**src/rtl/pal_pkg.sv**
```systemverilog
// ---------------------------------------------------------------------------
// pal_pkg : size helpers, fuse-map index functions and config FSM states
//           for the programmable PAL.
// Rev 1.0
// ---------------------------------------------------------------------------
`default_nettype none

package pal_pkg;

  typedef enum logic [1:0] {
    IDLE   = 2'd0,
    LOAD   = 2'd1,
    COMMIT = 2'd2
  } cfg_state_e;

  function automatic int f_nl(input int n_in, input int n_out);
    return n_in + n_out;
  endfunction

  function automatic int f_pt_bits(input int n_in, input int n_out);
    return 2 * f_nl(n_in, n_out);
  endfunction

  function automatic int f_mc_bits(input int n_in, input int n_out, input int n_pt);
    return n_pt * f_pt_bits(n_in, n_out) + 2;
  endfunction

  function automatic int f_fuse_bits(input int n_in, input int n_out, input int n_pt);
    return n_out * f_mc_bits(n_in, n_out, n_pt);
  endfunction

  function automatic int f_n_words(input int n_in, input int n_out, input int n_pt,
                                   input int cfg_w);
    return (f_fuse_bits(n_in, n_out, n_pt) + cfg_w - 1) / cfg_w;
  endfunction

  // True-literal fuse; the complement fuse sits at the next index.
  function automatic int f_lit_idx(input int o, input int t, input int l,
                                   input int n_in, input int n_out, input int n_pt);
    return o * f_mc_bits(n_in, n_out, n_pt) + t * f_pt_bits(n_in, n_out) + 2 * l;
  endfunction

  // reg_mode fuse; invert sits at the next index.
  function automatic int f_mode_idx(input int o, input int n_in, input int n_out,
                                    input int n_pt);
    return o * f_mc_bits(n_in, n_out, n_pt) + n_pt * f_pt_bits(n_in, n_out);
  endfunction

endpackage

`default_nettype wire

```
**src/rtl/prog_pal_if.sv**
```systemverilog
// ---------------------------------------------------------------------------
// prog_pal_if : primary I/O and configuration-port bundle of the PAL.
// Rev 1.0
// ---------------------------------------------------------------------------
`default_nettype none

interface prog_pal_if #(
  parameter int N_IN  = 4,
  parameter int N_OUT = 2,
  parameter int CFG_W = 8
);
  logic [N_IN-1:0]  in_i;
  logic [N_OUT-1:0] out_o;
  logic             cfg_start;
  logic             cfg_valid;
  logic [CFG_W-1:0] cfg_data;
  logic             cfg_ready;
  logic             cfg_busy;
  logic             cfg_done;
  logic             cfg_loaded;

  modport master (
    output in_i, cfg_start, cfg_valid, cfg_data,
    input  out_o, cfg_ready, cfg_busy, cfg_done, cfg_loaded
  );

  modport slave (
    input  in_i, cfg_start, cfg_valid, cfg_data,
    output out_o, cfg_ready, cfg_busy, cfg_done, cfg_loaded
  );
endinterface

`default_nettype wire

```
**src/rtl/pal_macrocell.sv**
```systemverilog
// ---------------------------------------------------------------------------
// pal_macrocell : OR of its product terms, optional inversion, feedback
//                 register and comb/registered output select.
// Rev 1.0
// ---------------------------------------------------------------------------
`default_nettype none

module pal_macrocell #(
  parameter int N_PT = 4
) (
  input  wire logic            clk,
  input  wire logic            rst,
  input  wire logic            i_clr,
  input  wire logic [N_PT-1:0] i_terms,
  input  wire logic            i_reg_mode,
  input  wire logic            i_invert,
  output logic                 o_out,
  output logic                 o_q
);

  logic w_f;
  logic r_q;

  assign w_f = (|i_terms) ^ i_invert;

  // q tracks f in both modes so feedback is always one cycle behind f.
  always_ff @(posedge clk) begin
    if (rst || i_clr) begin
      r_q <= 1'b0;
    end else begin
      r_q <= w_f;
    end
  end

  assign o_out = i_reg_mode ? r_q : w_f;
  assign o_q   = r_q;

endmodule

`default_nettype wire

```
**src/rtl/prog_pal.sv**
```systemverilog
// ---------------------------------------------------------------------------
// prog_pal : field-programmable sum-of-products array with word-serial
//            shadow loading and atomic commit of the fuse map.
// Rev 1.0
// ---------------------------------------------------------------------------
`default_nettype none

module prog_pal
  import pal_pkg::*;
#(
  parameter int N_IN  = 4,
  parameter int N_OUT = 2,
  parameter int N_PT  = 4,
  parameter int CFG_W = 8
) (
  input  wire logic  clk,
  input  wire logic  rst,
  prog_pal_if.slave  bus
);

  localparam int NL        = f_nl(N_IN, N_OUT);
  localparam int PT_BITS   = f_pt_bits(N_IN, N_OUT);
  localparam int FUSE_BITS = f_fuse_bits(N_IN, N_OUT, N_PT);
  localparam int N_WORDS   = f_n_words(N_IN, N_OUT, N_PT, CFG_W);
  localparam int CNT_W     = (N_WORDS < 2) ? 1 : $clog2(N_WORDS);
  localparam logic [CNT_W-1:0] C_LAST_WORD = CNT_W'(N_WORDS - 1);

  cfg_state_e             r_state;
  logic [CNT_W-1:0]       r_word_cnt;
  logic [FUSE_BITS-1:0]   r_shadow;
  logic [FUSE_BITS-1:0]   r_active;
  logic                   r_ready;
  logic                   r_busy;
  logic                   r_done;
  logic                   r_loaded;

  logic                   w_accept;
  logic                   w_clr;
  logic [FUSE_BITS-1:0]   w_wr_en;
  logic [FUSE_BITS-1:0]   w_wr_data;
  logic [N_OUT-1:0]       w_q;
  logic [NL-1:0]          w_lit;
  logic [N_OUT*N_PT-1:0]  w_term;

  // A restart in the same cycle as a valid word discards that word.
  assign w_accept = (r_state == LOAD) && bus.cfg_valid && !bus.cfg_start;
  assign w_clr    = (r_state == COMMIT);
  assign w_lit    = {w_q, bus.in_i};

  for (genvar i = 0; i < FUSE_BITS; i++) begin : g_shadow_wr
    localparam int C_WORD = i / CFG_W;
    assign w_wr_en[i]   = w_accept && (r_word_cnt == CNT_W'(C_WORD));
    assign w_wr_data[i] = bus.cfg_data[i % CFG_W];
  end

  always_ff @(posedge clk) begin
    if (rst) begin
      r_state    <= IDLE;
      r_word_cnt <= '0;
      r_shadow   <= '0;
      r_active   <= '0;
      r_ready    <= 1'b0;
      r_busy     <= 1'b0;
      r_done     <= 1'b0;
      r_loaded   <= 1'b0;
    end else begin
      r_done   <= 1'b0;
      r_shadow <= (r_shadow & ~w_wr_en) | (w_wr_data & w_wr_en);
      case (r_state)
        IDLE: begin
          if (bus.cfg_start) begin
            r_state    <= LOAD;
            r_word_cnt <= '0;
            r_ready    <= 1'b1;
            r_busy     <= 1'b1;
          end
        end
        LOAD: begin
          if (bus.cfg_start) begin
            r_word_cnt <= '0;
          end else if (bus.cfg_valid) begin
            if (r_word_cnt == C_LAST_WORD) begin
              r_state    <= COMMIT;
              r_word_cnt <= '0;
              r_ready    <= 1'b0;
            end else begin
              r_word_cnt <= r_word_cnt + 1'b1;
            end
          end
        end
        COMMIT: begin
          r_active <= r_shadow;
          r_state  <= IDLE;
          r_busy   <= 1'b0;
          r_done   <= 1'b1;
          r_loaded <= 1'b1;
        end
        default: begin
          r_state <= IDLE;
          r_ready <= 1'b0;
          r_busy  <= 1'b0;
        end
      endcase
    end
  end

  for (genvar o = 0; o < N_OUT; o++) begin : g_mc
    localparam int C_MODE = f_mode_idx(o, N_IN, N_OUT, N_PT);

    for (genvar t = 0; t < N_PT; t++) begin : g_pt
      localparam int C_BASE = f_lit_idx(o, t, 0, N_IN, N_OUT, N_PT);
      logic [NL-1:0] w_ok;

      for (genvar l = 0; l < NL; l++) begin : g_lit
        localparam int C_IDX = f_lit_idx(o, t, l, N_IN, N_OUT, N_PT);
        assign w_ok[l] = (!r_active[C_IDX]     ||  w_lit[l]) &&
                         (!r_active[C_IDX + 1] || !w_lit[l]);
      end

      // An unprogrammed term must read as 0, not as an empty AND.
      assign w_term[o*N_PT + t] = (|r_active[C_BASE +: PT_BITS]) && (&w_ok);
    end

    pal_macrocell #(
      .N_PT (N_PT)
    ) u_mc (
      .clk        (clk),
      .rst        (rst),
      .i_clr      (w_clr),
      .i_terms    (w_term[o*N_PT +: N_PT]),
      .i_reg_mode (r_active[C_MODE]),
      .i_invert   (r_active[C_MODE + 1]),
      .o_out      (bus.out_o[o]),
      .o_q        (w_q[o])
    );
  end

  assign bus.cfg_ready  = r_ready;
  assign bus.cfg_busy   = r_busy;
  assign bus.cfg_done   = r_done;
  assign bus.cfg_loaded = r_loaded;

endmodule

`default_nettype wire
```
**src/flat_wrapper.sv**
```systemverilog
// flat-port wrapper written by rule: the top's interface ports become plain ports
module prog_pal_flat import pal_pkg::*;
#(
  parameter int N_IN  = 4,
  parameter int N_OUT = 2,
  parameter int N_PT  = 4,
  parameter int CFG_W = 8
)
  (clk, rst, bus_in_i, bus_cfg_start, bus_cfg_valid, bus_cfg_data, bus_out_o, bus_cfg_ready, bus_cfg_busy, bus_cfg_done, bus_cfg_loaded);
  prog_pal_if #(.N_IN(N_IN), .N_OUT(N_OUT), .CFG_W(CFG_W)) bus_i ();
  input  wire logic clk;
  input  wire logic rst;
  input wire logic [$bits(bus_i.in_i)-1:0] bus_in_i;
  input wire logic [$bits(bus_i.cfg_start)-1:0] bus_cfg_start;
  input wire logic [$bits(bus_i.cfg_valid)-1:0] bus_cfg_valid;
  input wire logic [$bits(bus_i.cfg_data)-1:0] bus_cfg_data;
  output wire logic [$bits(bus_i.out_o)-1:0] bus_out_o;
  output wire logic [$bits(bus_i.cfg_ready)-1:0] bus_cfg_ready;
  output wire logic [$bits(bus_i.cfg_busy)-1:0] bus_cfg_busy;
  output wire logic [$bits(bus_i.cfg_done)-1:0] bus_cfg_done;
  output wire logic [$bits(bus_i.cfg_loaded)-1:0] bus_cfg_loaded;
  assign bus_i.in_i = bus_in_i;
  assign bus_i.cfg_start = bus_cfg_start;
  assign bus_i.cfg_valid = bus_cfg_valid;
  assign bus_i.cfg_data = bus_cfg_data;
  assign bus_out_o = bus_i.out_o;
  assign bus_cfg_ready = bus_i.cfg_ready;
  assign bus_cfg_busy = bus_i.cfg_busy;
  assign bus_cfg_done = bus_i.cfg_done;
  assign bus_cfg_loaded = bus_i.cfg_loaded;
  prog_pal #(.N_IN(N_IN), .N_OUT(N_OUT), .N_PT(N_PT), .CFG_W(CFG_W)) u_core (.clk(clk), .rst(rst), .bus(bus_i));
endmodule
```
**config.mk**
```make
export PLATFORM = sky130hd
export DESIGN_NAME = prog_pal_flat
export DESIGN_NICKNAME = d
export VERILOG_FILES = /design/src/rtl/pal_pkg.sv /design/src/rtl/prog_pal_if.sv /design/src/rtl/pal_macrocell.sv /design/src/rtl/prog_pal.sv /design/src/flat_wrapper.sv
export SDC_FILE = /design/constraint.sdc
export NUM_CORES = 1
export LEC_CHECK = 0
export ABC_AREA = 0
export CELL_PAD_IN_SITES_DETAIL_PLACEMENT = 2
export CELL_PAD_IN_SITES_GLOBAL_PLACEMENT = 2
export CORE_UTILIZATION = 42
export DETAILED_ROUTE_END_ITERATION = 6
export PLACE_DENSITY_LB_ADDON = 0.1
export SYNTH_ARGS = -nofsm -noshare
export SYNTH_HDL_FRONTEND = slang
export SYNTH_SLANG_ARGS = --single-unit
```
**constraint.sdc**
```tcl
create_clock -name clk -period 5.2 [get_ports clk]
set_clock_uncertainty 0.05 [all_clocks]
set_input_delay 0.78 -clock clk [delete_from_list [all_inputs] [get_ports clk]]
set_output_delay 0.78 -clock clk [all_outputs]
set_load 0.03 [all_outputs]
```
## Word level (Yosys, flattened, before mapping)

Index checks and enable logic that the tools add are counted.

- Add/sub/neg operators: 1
- Equality and inequality tests: 19
- Muxes and demuxes: 19
- Bitwise gates (word level): 8
- Reduce and logical (&&, ||, !) cells: 296

Operators by type and width:

| operator | count |
|---|---|
| AND 100 bit | 2 |
| zero test 1 bit | 103 |
| NOT 100 bit | 1 |
| OR 100 bit | 1 |
| logical OR 1 bit | 97 |
| OR reduction 12 bit | 8 |
| logical AND 1 bit | 71 |
| AND reduction 6 bit | 8 |
| == test 4 bit (second input constant) | 5 |
| == test 4 x 3 -> 1 bit (second input constant) | 4 |
| 2-to-1 mux 4 bit | 4 |
| == test 4 x 2 -> 1 bit (second input constant) | 2 |
| 2-to-1 mux 2 bit | 4 |
| != test 2 bit (second input constant) | 4 |
| case mux 4 bit (2 select lines) | 1 |
| OR reduction 4 bit | 2 |
| 2-to-1 mux 1 bit | 7 |
| AND reduction 5 bit | 1 |
| adder 4 x 1 -> 4 bit (second input constant) | 1 |
| == test 4 x 1 -> 1 bit (second input constant) | 1 |
| zero test 4 bit | 1 |
| case mux 2 bit (2 select lines) | 1 |
| AND reduction 4 bit | 1 |
| != test 3 bit (second input constant) | 1 |
| 10 further kinds | 12 |

- Bits in registers: 212
- Input port bits: 16

## Longest topological paths before layout

- Depth after elaboration: 8
- Gate-level depth with buffers: 8
- Depth with buffers taken out: 8

## Modules after synthesis

A second synthesis with hierarchy kept.

- Cells, all modules: 993
- Area total of the unflattened synthesis: 8,913.5 sq um

Modules (own cells, without submodules):

| module | instances | cells an instance | area each (sq um) | sequential area each (sq um) |
|---|---|---|---|---|
| prog_pal | 1 | 981 | 8,803.4 | 4,204.0 |
| pal_macrocell | 2 | 6 | 55.1 | 20.0 |

## Worst setup path before layout

OpenSTA, ideal clock, no wires.

- Path type: in2out
- Start: in bus_in_i[3]
- End: out bus_out_o[1]
- Data arrival time: 1.929 ns
- Data required time: 4.370 ns
- Slack: 2.441 ns
- Cell stages on the path: 8
- Cells stage by stage: buf_2 > mux2i_1 > and4_1 > nand4_1 > nand4_1 > xnor2_1 > o21ai_0 > buf_4

- Cells in the longest elaborated chain, start to end: 8
- Elaborated cells between the ends (all ways): 24
- Classes of those cells: mux (1); bitwise (1); reduce/logical (22)

RTL lines:

| what | RTL line | source |
|---|---|---|
| start, declared | flat_wrapper.sv:13 | `input wire logic [$bits(bus_i.in_i)-1:0] bus_in_i;` |
| zero test 1 bit | prog_pal.sv:117 | `(!r_active[C_IDX + 1] \|\| !w_lit[l]);` |
| logical OR 1 bit | prog_pal.sv:117 |  |
| logical AND 1 bit | prog_pal.sv:116 | `assign w_ok[l] = (!r_active[C_IDX] \|\| w_lit[l]) &&` |
| AND reduction 6 bit | prog_pal.sv:121 | `assign w_term[o*N_PT + t] = (\|r_active[C_BASE +: PT_BITS]) && (&w_ok);` |
| logical AND 1 bit | prog_pal.sv:121 |  |
| OR reduction 4 bit (*) | pal_macrocell.sv:24 | `assign w_f = (\|i_terms) ^ i_invert;` |
| bitwise XOR 1 bit (*) | pal_macrocell.sv:24 |  |
| 2-to-1 mux 1 bit (*) | pal_macrocell.sv:35 | `assign o_out = i_reg_mode ? r_q : w_f;` |
| end, declared | flat_wrapper.sv:17 | `output wire logic [$bits(bus_i.out_o)-1:0] bus_out_o;` |

Mark *: on every way between the ends. The rest lies on a longest branch, timed or not.

## Worst setup path after layout

- Start: in bus_in_i[0]
- End: out bus_out_o[1]

Same word-level chain as after synthesis.

==> impl_metrics.json <==
{
  "crit_type": "primary input to output port",
  "ys_seq_area_frac": 0.526,
  "route.vias.total": 6640,
  "synth_top_family_by_area": "compound AO/OA/AOI/OAI gates",
  "synthAdderAreaFrac": 0.00620,
  "fin_total_pwr_w": 0.00332,
  "final_cell_mix": "dfxtp_1 (212), nand2_1 (143), a21oi_1 (103), a22o_1 (100), nand3_1 (74)",
  "p_clk_frac": 0.474,
  "grt_pass1_vias": 7188,
  "crit_path_start_kind": "primary input",
  "antenna_found_initial": 0,
  "numPortBuffers": 21,
  "grtUsageMet3": 0.0316,
  "cts_tree": "done",
  "final-seq-area_sq_mm": 0.00424,
  "root_buffer": "clkbuf_16",
  "netSwitchingPower_w": 0.000752,
  "p_int_w": 0.00257,
  "ctsHoldBuffers": 0,
  "irDropWorstVdd_mv": 0.293,
  "cpPeakStageDelay_ns": 0.92,
  "fin_crit_ns": 4.40,
  "cp.required_ns": 4.37,
  "fin_nets": 854,
  "maxCapViolations": 0,
  "rsz0062_at_grt": "no",
  "drtIter0Drc": 342,
  "power.share.switching": 0.227,
  "start_util": 0.430,
  "ys_ff_latch": 212,
  "grt.total_usage": 0.277,
  "max_clock_freq_ghz": 0.227,
  "slew_viol_final": 0,
  "area_growth_pct": 11.6,
  "rows": 50,
  "hpwlAfterDp_mm": 16.2,
  "drive_above_1_share": 0.0576,
  "core-area_sq_mm": 0.0188,
  "synth_compound_area_frac": 0.178,
  "gp_congestion": 0.829,
  "fp.dieW_um": 141,
  "final_common_cell": "dfxtp_1",
  "path_cells": "clkdlybuf4s50_1 -> mux2i_1 -> and4_1 -> nand4_1 -> nand4_1 -> xnor2_1 -> o21ai_0 -> clkdlybuf4s50_1",
  "antennaDiodeCount": 0,
  "cts_setup_buffers": 0,
  "use_met1": 0.357,
  "power_density_mw_per_mm2": 369,
  "reg2regPathDepth": 6,
  "p_comb_frac": 0.035,
  "overflow": 0,
  "n_fill_cell": 1963,
  "relSlewSlack": 0.166,
  "yosys_warnings": 0,
  "status": "completed",
  "syn_nets": 870,
  "finalSetupViolCount": 0,
  "finalHoldViolations": 0,
  "die_height_um": 141,
  "synthSimpleGateAreaFrac": 0.175,
  "ios": 22,
  "wire_per_inst_um": 24.8,
  "die_area_sq_mm": 0.0198,
  "ys_types": 34,
  "grt_pass1_wl_mm": 42.2,
  "gr-max-usage-layer": "met2",
  "drcViolationCount": 0,
  "setup_tns_ns": 0,
  "endpoint": "bus_out_o[1]",
  "endpoint_kind": "output port",
  "syn_area_per_cell_sq_um": 9.49,
  "wirelength_mm": 26.9,
  "cts_buffers": 23,
  "synth_xor_xnor_area_share": 0.00217,
  "leakage_nw": 3.12,
  "synthCells": 850,
  "routed_via_density": 6.13,
  "worst_pin_slew_ns": 1.25,
  "share_seq_of_total_power": 0.492,
  "synth_area_sq_mm": 0.00807,
  "rr_startpoint": "u_core.r_state[0]",
  "critPathLaunch": "bus_in_i[0]",
  "grt_util_met2": 0.491,
  "multi_input_area_sq_mm": 0.00345,
  "worst_ep_arrival_time_ns": 3.57,
  "regToRegSetupSlack_ns": 2.52,
  "min_period_over_period": 0.847,
  "hold_class": "flop to flop",
  "clkLatencyLatePin_ns": 0.50,
  "critPathSlowestCell": "clkdlybuf4s50_1",
  "grt_max_degree": 103,
  "cts.repair.resized": 0,
  "ant_nets": 0,
  "fin_util": 0.480,
  "clkSinkCount": 212,
  "path_clk_slew_ns": 0.06,
  "clockBufferDepth": 3,
  "synth_mux_area_frac": 0.0645,
  "worst-path-max-fanout": 8,
  "firstDrtPassIters": 5,
  "htree_num_levels": 1
}
## synth_stat cells (all sizes together)
master  instances  share of area
nor2b           2         0.0016
and3            2         0.0016
nor3            4         0.0039
a22o          100           0.11
or2             1        0.00078
mux2i          52          0.065
a21o            1        0.00093
nand3b          1        0.00093
nand2         144          0.067
a22oi           1        0.00093
nor3b           4         0.0065
and2            4         0.0031
inv             5         0.0023
a21oi         104          0.065
ha              4         0.0062
nor4           24          0.019
or3b            1         0.0011
dfxtp         212           0.53
and4            8         0.0087
buf            37          0.029
xnor2           2         0.0022
a211oi          1        0.00093
o21ai           4         0.0025
clkbuf         35          0.016
nand3          74          0.046
nor2            9         0.0042
or3             3         0.0023
nand4          11         0.0085
## critical path, delay by kind of cell
family,cells,cell delay (ns)
AOI/OAI and AO/OA,1,0.16
buffers and inverters,2,1.62
muxes,1,0.37
and+or+nand+nor,3,0.54
xor gates and xnor gates,1,0.09
## metal layers
metal  vias to the layer above  share of wire
li1                       3041              -
met1                      3436           0.45
met2                       109           0.50
met3                        54          0.027
met4                         0          0.027
met5                         -              0
## through the flow
step / cell area, sq um / setup slack [ns] / hold WS, ns / cells
2_1_floorplan: 8070 / 2.44 / 0.386 / 850
3_3_place_gp: 8290 / 0.941 / 0.387 / 1043
3_5_place_dp: 8290 / 0.928 / 0.401 / 1043
4_1_cts: 9000 / 0.796 / 0.410 / 1084
5_1_grt: 9000 / 0.756 / 0.431 / 1084
6_report: 9000 / 0.796 / 0.411 / 1084
## cells by family (layout without fill, tap and decap cells)
family | after synthesis | after routing
AOI/OAI and AO/OA | 211 | 211
xor gates and xnor gates | 2 | 2
adders and majority gates | 4 | 4
buffers and inverters | 77 | 77
DFF | 212 | 212
muxes | 52 | 52
and+or+nand+nor | 292 | 292
## power by group through the flow
stage	combinational, W	clock, W	sequential [W]
floorplan	0.0000622	0	0.00167
global placement	0.000112	0	0.00167
detailed placement	0.000114	0	0.00167
CTS	0.000116	0.00160	0.00163
global route	0.000121	0.00166	0.00163
finish	0.000115	0.00157	0.00163
## how the worst min path moves through the flow
stage               depth (start not counted)  slack [ns]                    end                  start
finish                                      2        0.41                   flop                   flop
global route                                2        0.43                   flop                   flop
CTS                                         2        0.41                   flop                   flop
detailed placement                          2        0.40                   flop                   flop
global placement                            1        0.39  u_core.bus.cfg_loaded  u_core.bus.cfg_loaded
floorplan                                   2        0.39                   flop                   flop
## area by class of cell
cell class	instances	share of cell area
clock inverters	6	0.00667
flip-flops and latches	212	0.471
repair buffers	31	0.0314
multi-input cells	561	0.384
inverters	5	0.00208
well taps	234	0.0325
clock buffers	35	0.0723
Note: power is estimated with default switching activity, not from simulation.
